File: src/rtl/switch_debounce_capture_pkg.sv
// Shared types and defaults for the switch bank input conditioner.
// Imported by the top and the testbench.
package switch_debounce_capture_pkg;

  localparam int DEF_CNT_W = 24;
  localparam logic [DEF_CNT_W-1:0] DEF_DEBOUNCE = 24'd10_000;

  typedef enum logic {
    IDLE,
    SETTLE
  } state_t;

endpackage

File: src/rtl/switch_debounce_capture_if.sv
// Valid/ready bundle carrying committed switch words downstream.
// The conditioner drives it as master.
interface switch_debounce_capture_if #(
  parameter int WIDTH = 8
);

  logic [WIDTH-1:0] out_data;
  logic             out_valid;
  logic             out_ready;

  modport master (
    output out_data,
    output out_valid,
    input  out_ready
  );

  modport slave (
    input  out_data,
    input  out_valid,
    output out_ready
  );

endinterface

File: src/rtl/switch_debounce_capture_sync2_ff.sv
// Two-flop synchroniser for a word of asynchronous levels.
// Bits are synchronised independently; the debouncer merges them.
module sync2_ff #(
  parameter int WIDTH = 8
) (
  input  logic             clk,
  input  logic             rst,
  input  logic [WIDTH-1:0] d,
  output logic [WIDTH-1:0] q
);

  logic [WIDTH-1:0] sync1;

  always_ff @(posedge clk) begin
    if (rst) begin
      sync1 <= '0;
      q     <= '0;
    end else begin
      sync1 <= d;
      q     <= sync1;
    end
  end

endmodule

File: src/rtl/switch_debounce_capture.sv
// Synchronises and debounces the switch word, then offers each
// settled word downstream with edge pulses and an overrun flag.
module switch_debounce_capture
  import switch_debounce_capture_pkg::*;
#(
  parameter int                WIDTH           = 8,
  parameter int                CNT_W           = DEF_CNT_W,
  parameter logic [CNT_W-1:0]  DEBOUNCE_CYCLES = CNT_W'(DEF_DEBOUNCE)
) (
  input  logic             clk,
  input  logic             rst,
  input  logic [WIDTH-1:0] sw_in,
  output logic [WIDTH-1:0] stable_out,
  output logic [WIDTH-1:0] rise_pulse,
  output logic [WIDTH-1:0] fall_pulse,
  output logic             overrun,
  input  logic             overrun_clr,
  switch_debounce_capture_if.master dn
);

  localparam logic [CNT_W-1:0] LAST = DEBOUNCE_CYCLES - CNT_W'(1);

  logic [WIDTH-1:0] sync2;
  logic [WIDTH-1:0] cand;
  logic [CNT_W-1:0] cnt;
  state_t           state;
  logic             accept;

  assign accept = dn.out_valid & dn.out_ready;

  sync2_ff #(
    .WIDTH (WIDTH)
  ) u_sync (
    .clk (clk),
    .rst (rst),
    .d   (sw_in),
    .q   (sync2)
  );

  always_ff @(posedge clk) begin
    if (rst) begin
      state        <= IDLE;
      cand         <= '0;
      cnt          <= '0;
      stable_out   <= '0;
      rise_pulse   <= '0;
      fall_pulse   <= '0;
      dn.out_data  <= '0;
      dn.out_valid <= 1'b0;
      overrun      <= 1'b0;
    end else begin
      rise_pulse <= '0;
      fall_pulse <= '0;
      if (accept) dn.out_valid <= 1'b0;
      if (overrun_clr) overrun <= 1'b0;
      unique case (state)
        IDLE: begin
          if (sync2 != stable_out) begin
            cand  <= sync2;
            cnt   <= '0;
            state <= SETTLE;
          end
        end
        SETTLE: begin
          if (sync2 != cand) begin
            cand <= sync2;
            cnt  <= '0;
          end else if (sync2 == stable_out) begin
            state <= IDLE;
          end else if (cnt == LAST) begin
            // Later assignments override the accept/clear defaults above.
            stable_out   <= cand;
            rise_pulse   <= cand & ~stable_out;
            fall_pulse   <= ~cand & stable_out;
            dn.out_data  <= cand;
            dn.out_valid <= 1'b1;
            if (dn.out_valid && !dn.out_ready) overrun <= 1'b1;
            state        <= IDLE;
          end else if (cnt != '1) begin
            cnt <= cnt + CNT_W'(1);
          end
        end
        default: state <= IDLE;
      endcase
    end
  end

endmodule
File: src/flat_wrapper.sv
// flat-port wrapper written by rule: the top's interface ports become plain ports
module switch_debounce_capture_flat import switch_debounce_capture_pkg::*;
#(
  parameter int                WIDTH           = 8,
  parameter int                CNT_W           = DEF_CNT_W,
  parameter logic [CNT_W-1:0]  DEBOUNCE_CYCLES = CNT_W'(DEF_DEBOUNCE)
)
  (clk, rst, sw_in, stable_out, rise_pulse, fall_pulse, overrun, overrun_clr, dn_out_data, dn_out_valid, dn_out_ready);
  switch_debounce_capture_if #(.WIDTH(WIDTH)) dn_i ();
  input  logic clk;
  input  logic rst;
  input  logic [WIDTH-1:0] sw_in;
  output logic [WIDTH-1:0] stable_out;
  output logic [WIDTH-1:0] rise_pulse;
  output logic [WIDTH-1:0] fall_pulse;
  output logic overrun;
  input  logic overrun_clr;
  output wire logic [$bits(dn_i.out_data)-1:0] dn_out_data;
  output wire logic [$bits(dn_i.out_valid)-1:0] dn_out_valid;
  input wire logic [$bits(dn_i.out_ready)-1:0] dn_out_ready;
  assign dn_out_data = dn_i.out_data;
  assign dn_out_valid = dn_i.out_valid;
  assign dn_i.out_ready = dn_out_ready;
  switch_debounce_capture #(.WIDTH(WIDTH), .CNT_W(CNT_W), .DEBOUNCE_CYCLES(DEBOUNCE_CYCLES)) u_core (.clk(clk), .rst(rst), .sw_in(sw_in), .stable_out(stable_out), .rise_pulse(rise_pulse), .fall_pulse(fall_pulse), .overrun(overrun), .overrun_clr(overrun_clr), .dn(dn_i));
endmodule
File: config.mk
export PLATFORM = sky130hd
export DESIGN_NAME = switch_debounce_capture_flat
export DESIGN_NICKNAME = d
export VERILOG_FILES = /design/src/rtl/switch_debounce_capture_pkg.sv /design/src/rtl/switch_debounce_capture_if.sv /design/src/rtl/switch_debounce_capture_sync2_ff.sv /design/src/rtl/switch_debounce_capture.sv /design/src/flat_wrapper.sv
export SDC_FILE = /design/constraint.sdc
export NUM_CORES = 1
export LEC_CHECK = 0
export CELL_PAD_IN_SITES_DETAIL_PLACEMENT = 1
export CELL_PAD_IN_SITES_GLOBAL_PLACEMENT = 1
export CORE_MARGIN = 4
export CORE_UTILIZATION = 37
export DETAILED_ROUTE_END_ITERATION = 8
export MAX_ROUTING_LAYER = met4
export PLACE_DENSITY_LB_ADDON = 0.1
export SKIP_LAST_GASP = 1
export SYNTH_ARGS = -nofsm -noshare
export SYNTH_HDL_FRONTEND = slang
export SYNTH_SLANG_ARGS = --single-unit
File: constraint.sdc
create_clock -name clk -period 2.5 [get_ports clk]
set_clock_uncertainty 0.2 [all_clocks]
set_input_delay 0.375 -clock clk [delete_from_list [all_inputs] [get_ports clk]]
set_output_delay 0.375 -clock clk [all_outputs]
set_load 0.1 [all_outputs]
==> results, run 1 <==
- The power density over the cells is 559 nW/um^2.
- The synthesized design contains 75 register bits.
- STA classifies the critical path startpoint as a register.
- The flow ran to the end, and the final reports show no timing, DRC or antenna violations.
- The pre-CTS worst setup slack is -85.2 ps.
- Timing would allow up to 405 MHz.
- By startpoint and endpoint, the worst setup path is classified as reg2reg.
- The number of flops mapped to enable cells by yosys is 0.
- The first global-routing pass estimated 14.3 mm of wire.
- The sum of negative setup slack is 0 ps.
- The core region is 8260 sq um.
- In the final layout, the multi-input gates occupy 1610 sq um.
- The post-cts hold buffer count is 0.
- Summed over all layers, the routed wires come to 8.75 mm.
- The share of final-layout standard cells stronger than drive strength 1 is 34.1%.
- The final net count is 442.
- Across every metal layer, demand over resource in global routing totals 18.5%.
- The die height is 101 um.
- The design draws 2.39 mW.
- The clock tree from TritonCTS is built.
- Once detail routing completed, the nets flagged for antenna violations numbered 0.
- Once the floorplan was initialized, standard cells occupied 38.4% of the core.
- The finished layout holds 539 standard cells, fillers aside.
- The cell area after technology mapping is 3170 sq um.
- The die span in x is 101 um.
- The yosys synthesis warning count is 0.
- The cell chosen for the clock root is sky130_fd_sc_hd__clkbuf_8.
- The placed cell area is 3910 sq um.
- The data arrival time of the critical path is 2540 ps.
- The slowest stage of the critical path belongs to the cell sky130_fd_sc_hd__or4_4.
- Among the stages of the critical path, the cell type that occurs most often is sky130_fd_sc_hd__or4_4.
- Hold timing on the final database bottoms out at a slack of 185 ps.
- The share of async-settable or async-resettable flops after synthesis is 0%.
- The post-placement cell count is 518.
- Setup violations remaining at the end of the flow were counted as 0.
- Routability-driven placement finished with a final weighted congestion of 0.844.
- The number of standard cells after synthesis is 345.
- The dominant delay contributor by cell family on the critical path is simple AND/OR/NAND/NOR gates.
- The final number of hold-violating endpoints is 0.
- The number of levels the H-tree was split into is 3.
- Max-cap violations in this run came to 0.
- The sequential cell area in the final layout is 1530 sq um.
- At the pin with the least slew margin, the transition time is 404 ps.
- In this run the static leakage power is 1.70 nW.
- The worst setup path is captured at a register.
- The count of unresolved DRC violations after routing is 0.
- The sequential area share after synthesis is 47.4%.
- The commonest register cell after synthesis is sky130_fd_sc_hd__dfxtp_1.
- The number of top-level pins is 46.
- The count of different cell masters after synthesis is 39.
- The number of port buffers is 45.
- Counting every net in the synthesized netlist gives 358.
- The number of violations reported at the end of detailed-routing iteration 0 is 104.
- The initial antenna violation count was 0.
- The initialized floorplan defines 33 standard-cell rows.
- Clock-pin slew was measured on the worst setup and hold paths at 80 ps.
- The clock period minus final worst setup slack is 2470 ps.
- VDD sags by at most 0.213 mV.
- The largest stage delay on the critical path is 510 ps.
- The area growth from synthesis to final layout is 34.7%.
- The maximum clock path buffer count is 2.
- For the worst setup path, the data required time is 2570 ps.
- The clock buffer count from CTS is 9.
- The aggregate global routing overflow is 0.
- The number of global-route vias before repair is 2,838.
- The repair_antennas step left the layout with diodes totalling 0.
- The total count of max-transition violations in the final report was 0.
- The core utilization of the finished layout is 51.7%.
- After layout, the worst path uses 98.7% of the clock period.
- The count of buffering cells on the critical path with inverters included is 2.
- Clock latency on the worst-skew pair, taken at its later pin, is 350 ps.
- The number of clock sinks is 75.
- The iteration count of the initial detailed-routing pass is 4.
- Setup repair after global routing could not meet its margin everywhere.
- The average cell area after synthesis is 9.19 sq um.
- Dividing the detail-routed wire length by the instance count gives 16.2 um.
- The worst slew margin relative to its limit is 73.0%.
- The detailed router placed 2,836 vias in this run.
- Along the worst path, the maximum fanout reaches 8.
- The worst-case setup margin in the final layout is 32.7 ps.
- The number of fillers in the final layout is 963.
- The pin count of the biggest net entering global routing is 39.
- The estimated wirelength of the detail-placed design is 6.42 mm.
- The worst hold path belongs to the class in2reg.
- The area of all placed cells without fillers is 4270 sq um.
- The floorplan step defined a die boundary enclosing 10,100 sq um.
- Traced cell by cell, the critical path runs through ha_4 -> inv_2 -> or4_4 -> or4_4 -> or3_4 -> buf_8 -> nor3b_1.
- The via density per instance is 5.26.
==> synth_stat cells (all sizes together) (2+ instances only) <==
cell type | count | area share, %
a21oi | 23 | 3.6
a31oi | 2 | 0.39
buf | 14 | 3.7
clkbuf | 10 | 1.2
dfxtp | 75 | 47
inv | 4 | 0.47
mux2i | 8 | 2.5
nand2 | 35 | 4.1
nand2b | 3 | 0.59
nand3 | 10 | 1.6
nand4 | 10 | 2.0
nor2 | 28 | 3.3
nor2b | 19 | 3.8
nor3 | 3 | 0.47
nor3b | 16 | 5.4
nor4 | 9 | 1.8
o211ai | 8 | 1.9
o21ai | 10 | 1.6
o22ai | 2 | 0.39
o311ai | 4 | 1.1
o31ai | 9 | 2.1
o41ai | 2 | 0.55
or2 | 3 | 0.59
or3 | 9 | 1.8
or4 | 6 | 1.5
xor2 | 16 | 4.4
==> layout by cell type, fill, tap and decap left out, drive strengths merged, types with 4 or more instances in the layout <==
| cell | netlist | routed |
|---|---|---|
| buf | 14 | 87 |
| dfxtp | 75 | 75 |
| nand2 | 35 | 35 |
| nor2 | 28 | 28 |
| a21oi | 23 | 23 |
| nor2b | 19 | 19 |
| xor2 | 16 | 16 |
| nor3b | 16 | 16 |
| nand4 | 10 | 10 |
| o21ai | 10 | 10 |
| clkdlybuf4s50 | 0 | 10 |
| nand3 | 10 | 10 |
| clkbuf | 10 | 10 |
| o31ai | 9 | 9 |
| or3 | 9 | 9 |
| nor4 | 9 | 9 |
| o211ai | 8 | 8 |
| mux2i | 8 | 8 |
| or4 | 6 | 6 |
| inv | 4 | 4 |
| o311ai | 4 | 4 |
==> repair_timing <==
item,in CTS,in global routing
endpoints found under the hold margin,0,0
setup buffers,0,5
pin swaps,1,7
endpoints found under the setup margin,24,42
resized for setup,8,20
==> metal layers <==
layer	track usage (%)	wire, um	up-vias
met3	2.70	265	11
li1	-	-	1386
met4	7.25	145	0
met1	24.1	4100	1397
met2	29.0	4230	42
met5	-	0	-
==> final cells by class <==
type	instances	share of cell area (%)
inverters	5	0.528
multi-input cells	241	37.8
repair buffers	97	18.2
clock inverters	6	1.58
flip-flops and latches	75	35.8
clock buffers	10	2.99
well taps	105	3.08
==> sequential cells by signal, summed over array words and instances, names as in the netlist, 8 cells and up <==
register and cells:
u_core.cnt 24, u_core.cand 8, u_core.dn.out_data 8, u_core.fall_pulse 8, u_core.rise_pulse 8, u_core.u_sync.q 8
u_core.u_sync.sync1 8
==> final timing paths <==
kind,cells after the start,to,slack [ps],startpoint
min,2,u_core.cnt[1]$_SDFFE_PP0P_,180,rst
min reg2reg,1,u_core.u_sync.q[2]$_SDFF_PP0_,250,u_core.u_sync.sync1[2]$_SDFF_PP0_
max,7,u_core.fall_pulse[0]$_SDFF_PP0_,30,u_core.cnt[1]$_SDFFE_PP0P_
max reg2reg,7,u_core.fall_pulse[0]$_SDFF_PP0_,30,u_core.cnt[1]$_SDFFE_PP0P_
==> cell families after synthesis <==
family | synth area share [%]
buf+inv | 5.49
simple gates | 27.6
fa+ha+maj | 0.395
compound gates | 12.2
mux | 2.53
xor+xnor | 4.42
flops | 47.4
==> where the power goes <==
part / leakage [nW] / internal [mW] / total [mW] / switching [mW]
clock: 0.0925 / 0.463 / 0.929 / 0.466
sequential: 0.615 / 1.21 / 1.22 / 0.0124
combinational: 0.991 / 0.110 / 0.235 / 0.125
Power figures use the tool's default switching activity.
==> run 2: changes to the inputs <==
Settings changed: CORE_UTILIZATION 37 to 40, DONT_BUFFER_PORTS set to 1.
==> run 2 against run 1 <==
Against the previous run: first-iteration DRC count up 16%; critical path depth unchanged; core utilization up 2.3 points; largest power group unchanged; worst hold slack worse by 140 ps; sequential power about the same.
==> results, run 2 (synthesized netlist as in run 1, its figures left out) <==
- The core utilization of the finished layout is 54.0% (+2.3 points).
- The count of antenna diodes in the layout is 0 (unchanged).
- The routed wire length per instance is 17.4 um (+7.4%).
- The number of top-level pins came to 46 (unchanged).
- The placeable core region is 7730 sq um (-6.4%).
- The clock buffer count from CTS came to 9 (unchanged).
- The switching part of the total power is 23.5% (-1.8 points).
- The startpoint of the worst hold path is dn_out_ready.
- The nature of the critical path endpoint is a register.
- The number of nets still failing antenna checks after routing is 0 (unchanged).
- The worst slew margin relative to its limit is 61.2% (-12 points).
- The full die area is 9410 sq um (-6.9%).
- The number of violations reported at the end of detailed-routing iteration 0 was 121 (+16%).
- The aggregate routed wire length was 9.05 mm (+3.4%).
- The min-delay analysis places its worst path in the category in2reg.
- The data arrival time of the critical path is 2480 ps (-60 ps).
- The iteration count of the initial detailed-routing pass is 4 (unchanged).
- The aggregate global routing overflow is 0 (unchanged).
- The total count of max-transition violations in the final report is 0 (unchanged).
- The category of the most critical setup path is reg2reg.
- The run finished with clean final reports.
- The final worst hold slack is 44.4 ps (-140 ps).
- The required arrival time at the worst endpoint is 2570 ps (about the same).
- The worst hold path terminates at u_core.dn.out_valid$_SDFF_PP0_.
- The CTS clock-pin slew for the worst setup and hold paths is 80 ps (about the same).
- The total number of vias came to 2,784 (-1.8%).
- The transition time at the pin with the least slew margin is 581 ps (+177 ps).
- The via density per instance is 5.36 (+1.9%).
- The number of clock sinks is 75 (unchanged).
- In the layout the commonest cells are 68 x sky130_fd_sc_hd__buf_4, 64 x sky130_fd_sc_hd__dfxtp_1, 35 x sky130_fd_sc_hd__nand2_1.
- The number of core rows is 32 (-3.0%).
- The static leakage is 1.65 nW (-3.0%).
- The clock tree from TritonCTS is built.
- The count of unresolved DRC violations after routing is 0 (unchanged).
- Leaving out fill and tap cells, the most frequent cell in the layout is sky130_fd_sc_hd__buf_4.
- The pin count of the biggest net entering global routing is 48 (+23%).
- The share of final-layout standard cells stronger than drive strength 1 was 31.4% (-2.7 points).
- The final weighted congestion of routability-driven global placement is 0.826 (-2.2%).
- The number of fillers in the final layout came to 896 (-7.0%).
- The area growth from synthesis to final layout is 31.6%.
- The die span in x is 97.0 um (-3.5%).
- The path depth of the worst reg2reg path was 7 (unchanged).
- The total global routing track utilization was 20.6% (+2.1 points).
- The cell chosen for the clock root is sky130_fd_sc_hd__clkbuf_8.
- The max-capacitance violation count was 0 (unchanged).
- The final setup violation count was 0 (unchanged).
- The final number of hold-violating endpoints is 0 (unchanged).
- The final net count is 425 (-3.8%).
- The initial antenna violation count is 0 (unchanged).
- The endpoint identified for the worst register-to-register timing path is u_core.fall_pulse[1]$_SDFF_PP0_.
- The register bank with the most flops is u_core.cnt.
- The number of port buffers is 0 (-100%).
- The flip-flop count of the largest register after layout came to 24 (unchanged).
- The number of levels the H-tree was split into is 3 (unchanged).
- The proportion of power drawn by combinational gates is 8.2% (-1.6 points).
- The start of the worst register-to-register path is u_core.cnt[12]$_SDFFE_PP0P_.
- The instance count along the most critical hold path was 2 (unchanged).
- The final cycle utilization of the critical path is 96.3% (-2.4 points).
- The power density over the cells is 617 nW/um^2 (+10%).
- The largest driver fanout on the critical path was 8 (unchanged).
- The number of global-route vias before repair was 2,949 (+3.9%).
- The design internal power came to 1.97 mW (+10%).
- The worst-case register-to-register setup slack was 90 ps (+60 ps).
- The maximum clock path buffer count is 2 (unchanged).
- The switching component of the power was 0.604 mW (+0.15%).
- The estimated wirelength of the detail-placed design is 5.98 mm (-6.8%).
- The wire length of the first global-routing pass is 15.2 mm (+6.4%).
- The sequential group share of total power is 47.5% (-3.7 points).
- The worst-case vdd ir drop was 0.330 mV (+55%).
- The clock insertion delay at the later pin of the skew report came to 350 ps (about the same).
- The clock network fraction of design power is 44.3% (+5.4 points).
- The initial core utilization is 41.0% (+2.6 points).
- The peak clock frequency supported by timing is 416 MHz (+2.5%).
- The startpoint type of the worst setup path is a register.
- The die height is 97.0 um (-3.5%).
- The clock period minus final worst setup slack is 2410 ps (-60.8 ps).
## run 2: cell count changes in the layout (fill, tap and decap cells not counted), sizes merged
cell	previous run	this run
clkinv	3	1
dlygate4sd3	0	8
bufinv	1	3
buf	87	72
clkinvlp	3	1
inv	4	6
clkdlybuf4s50	10	0
## run 2: timing repair
item	in CTS	in global routing
hold buffers	9	0
pin swaps	0	5
endpoints found under the setup margin	9	58
endpoints found under the hold margin	47	0
gates resized for setup	5	19
setup buffers	0	2
## run 2: worst max-delay path, cell delays in order, from the launching register on
cell and delay, ps:
sky130_fd_sc_hd__dfxtp_1 340, sky130_fd_sc_hd__nor4b_2 290, sky130_fd_sc_hd__buf_4 170, sky130_fd_sc_hd__nand2_1 50
sky130_fd_sc_hd__or4_4 550, sky130_fd_sc_hd__or3_4 400, sky130_fd_sc_hd__buf_6 160, sky130_fd_sc_hd__nor3b_2 180
## run 2: per-layer routing
layer,vias up,track usage [%],wire length [um]
met4,0,6.59,104
met5,-,-,0
met3,10,3.39,299
met1,1374,26.2,4170
li1,1350,-,-
met2,50,33.3,4470
## run 2: cell type report
cell class	count	area (sq um)	share of cell area (%)
Clock buffer	10	128	3.06
Sequential cell	75	1530	36.6
Clock inverter	6	113	2.70
Tap cell	102	128	3.06
Inverter	5	22.5	0.540
Timing Repair Buffer	80	653	15.7
Multi-Input combinational cell	241	1600	38.4
## run 2: through the flow
stage / total power [mW] / instance area (sq um) / TNS [ps] / worst slack (ps) / std cells
after floorplan: 1.35 / 3200 / -1.67 / -1.67 / 345
after global placement: 1.41 / 3710 / 0 / 12.8 / 492
after detailed placement: 1.41 / 3710 / -68.7 / -32.6 / 492
after CTS: 2.58 / 4070 / 0 / 4.11 / 517
after global routing: 2.69 / 4170 / -44.8 / -21.0 / 519
final: 2.57 / 4170 / 0 / 93.5 / 519
## run 2: power by group through the flow
stage          Clock, mW  Sequential (mW)  Combinational, mW
6_report            1.14             1.22              0.210
2_1_floorplan          0             1.25              0.100
4_1_cts             1.17             1.22              0.192
5_1_grt             1.23             1.23              0.232
3_5_place_dp           0             1.25              0.164
3_3_place_gp           0             1.25              0.160
## run 2: how the worst max path moves through the flow
stage | from | to | slack (ps)
after floorplan | u_core.cnt[1]$_SDFFE_PP0P_ | u_core.fall_pulse[6]$_SDFF_PP0_ | -2
after global placement | u_core.cnt[8]$_SDFFE_PP0P_ | u_core.fall_pulse[1]$_SDFF_PP0_ | 10
after detailed placement | u_core.cnt[1]$_SDFFE_PP0P_ | u_core.fall_pulse[1]$_SDFF_PP0_ | -30
after CTS | u_core.cnt[1]$_SDFFE_PP0P_ | u_core.fall_pulse[4]$_SDFF_PP0_ | 4
after global routing | u_core.u_sync.q[7]$_SDFF_PP0_ | u_core.dn.out_data[0]$_SDFFE_PP0P_ | -20
final | u_core.cnt[12]$_SDFFE_PP0P_ | u_core.fall_pulse[1]$_SDFF_PP0_ | 90
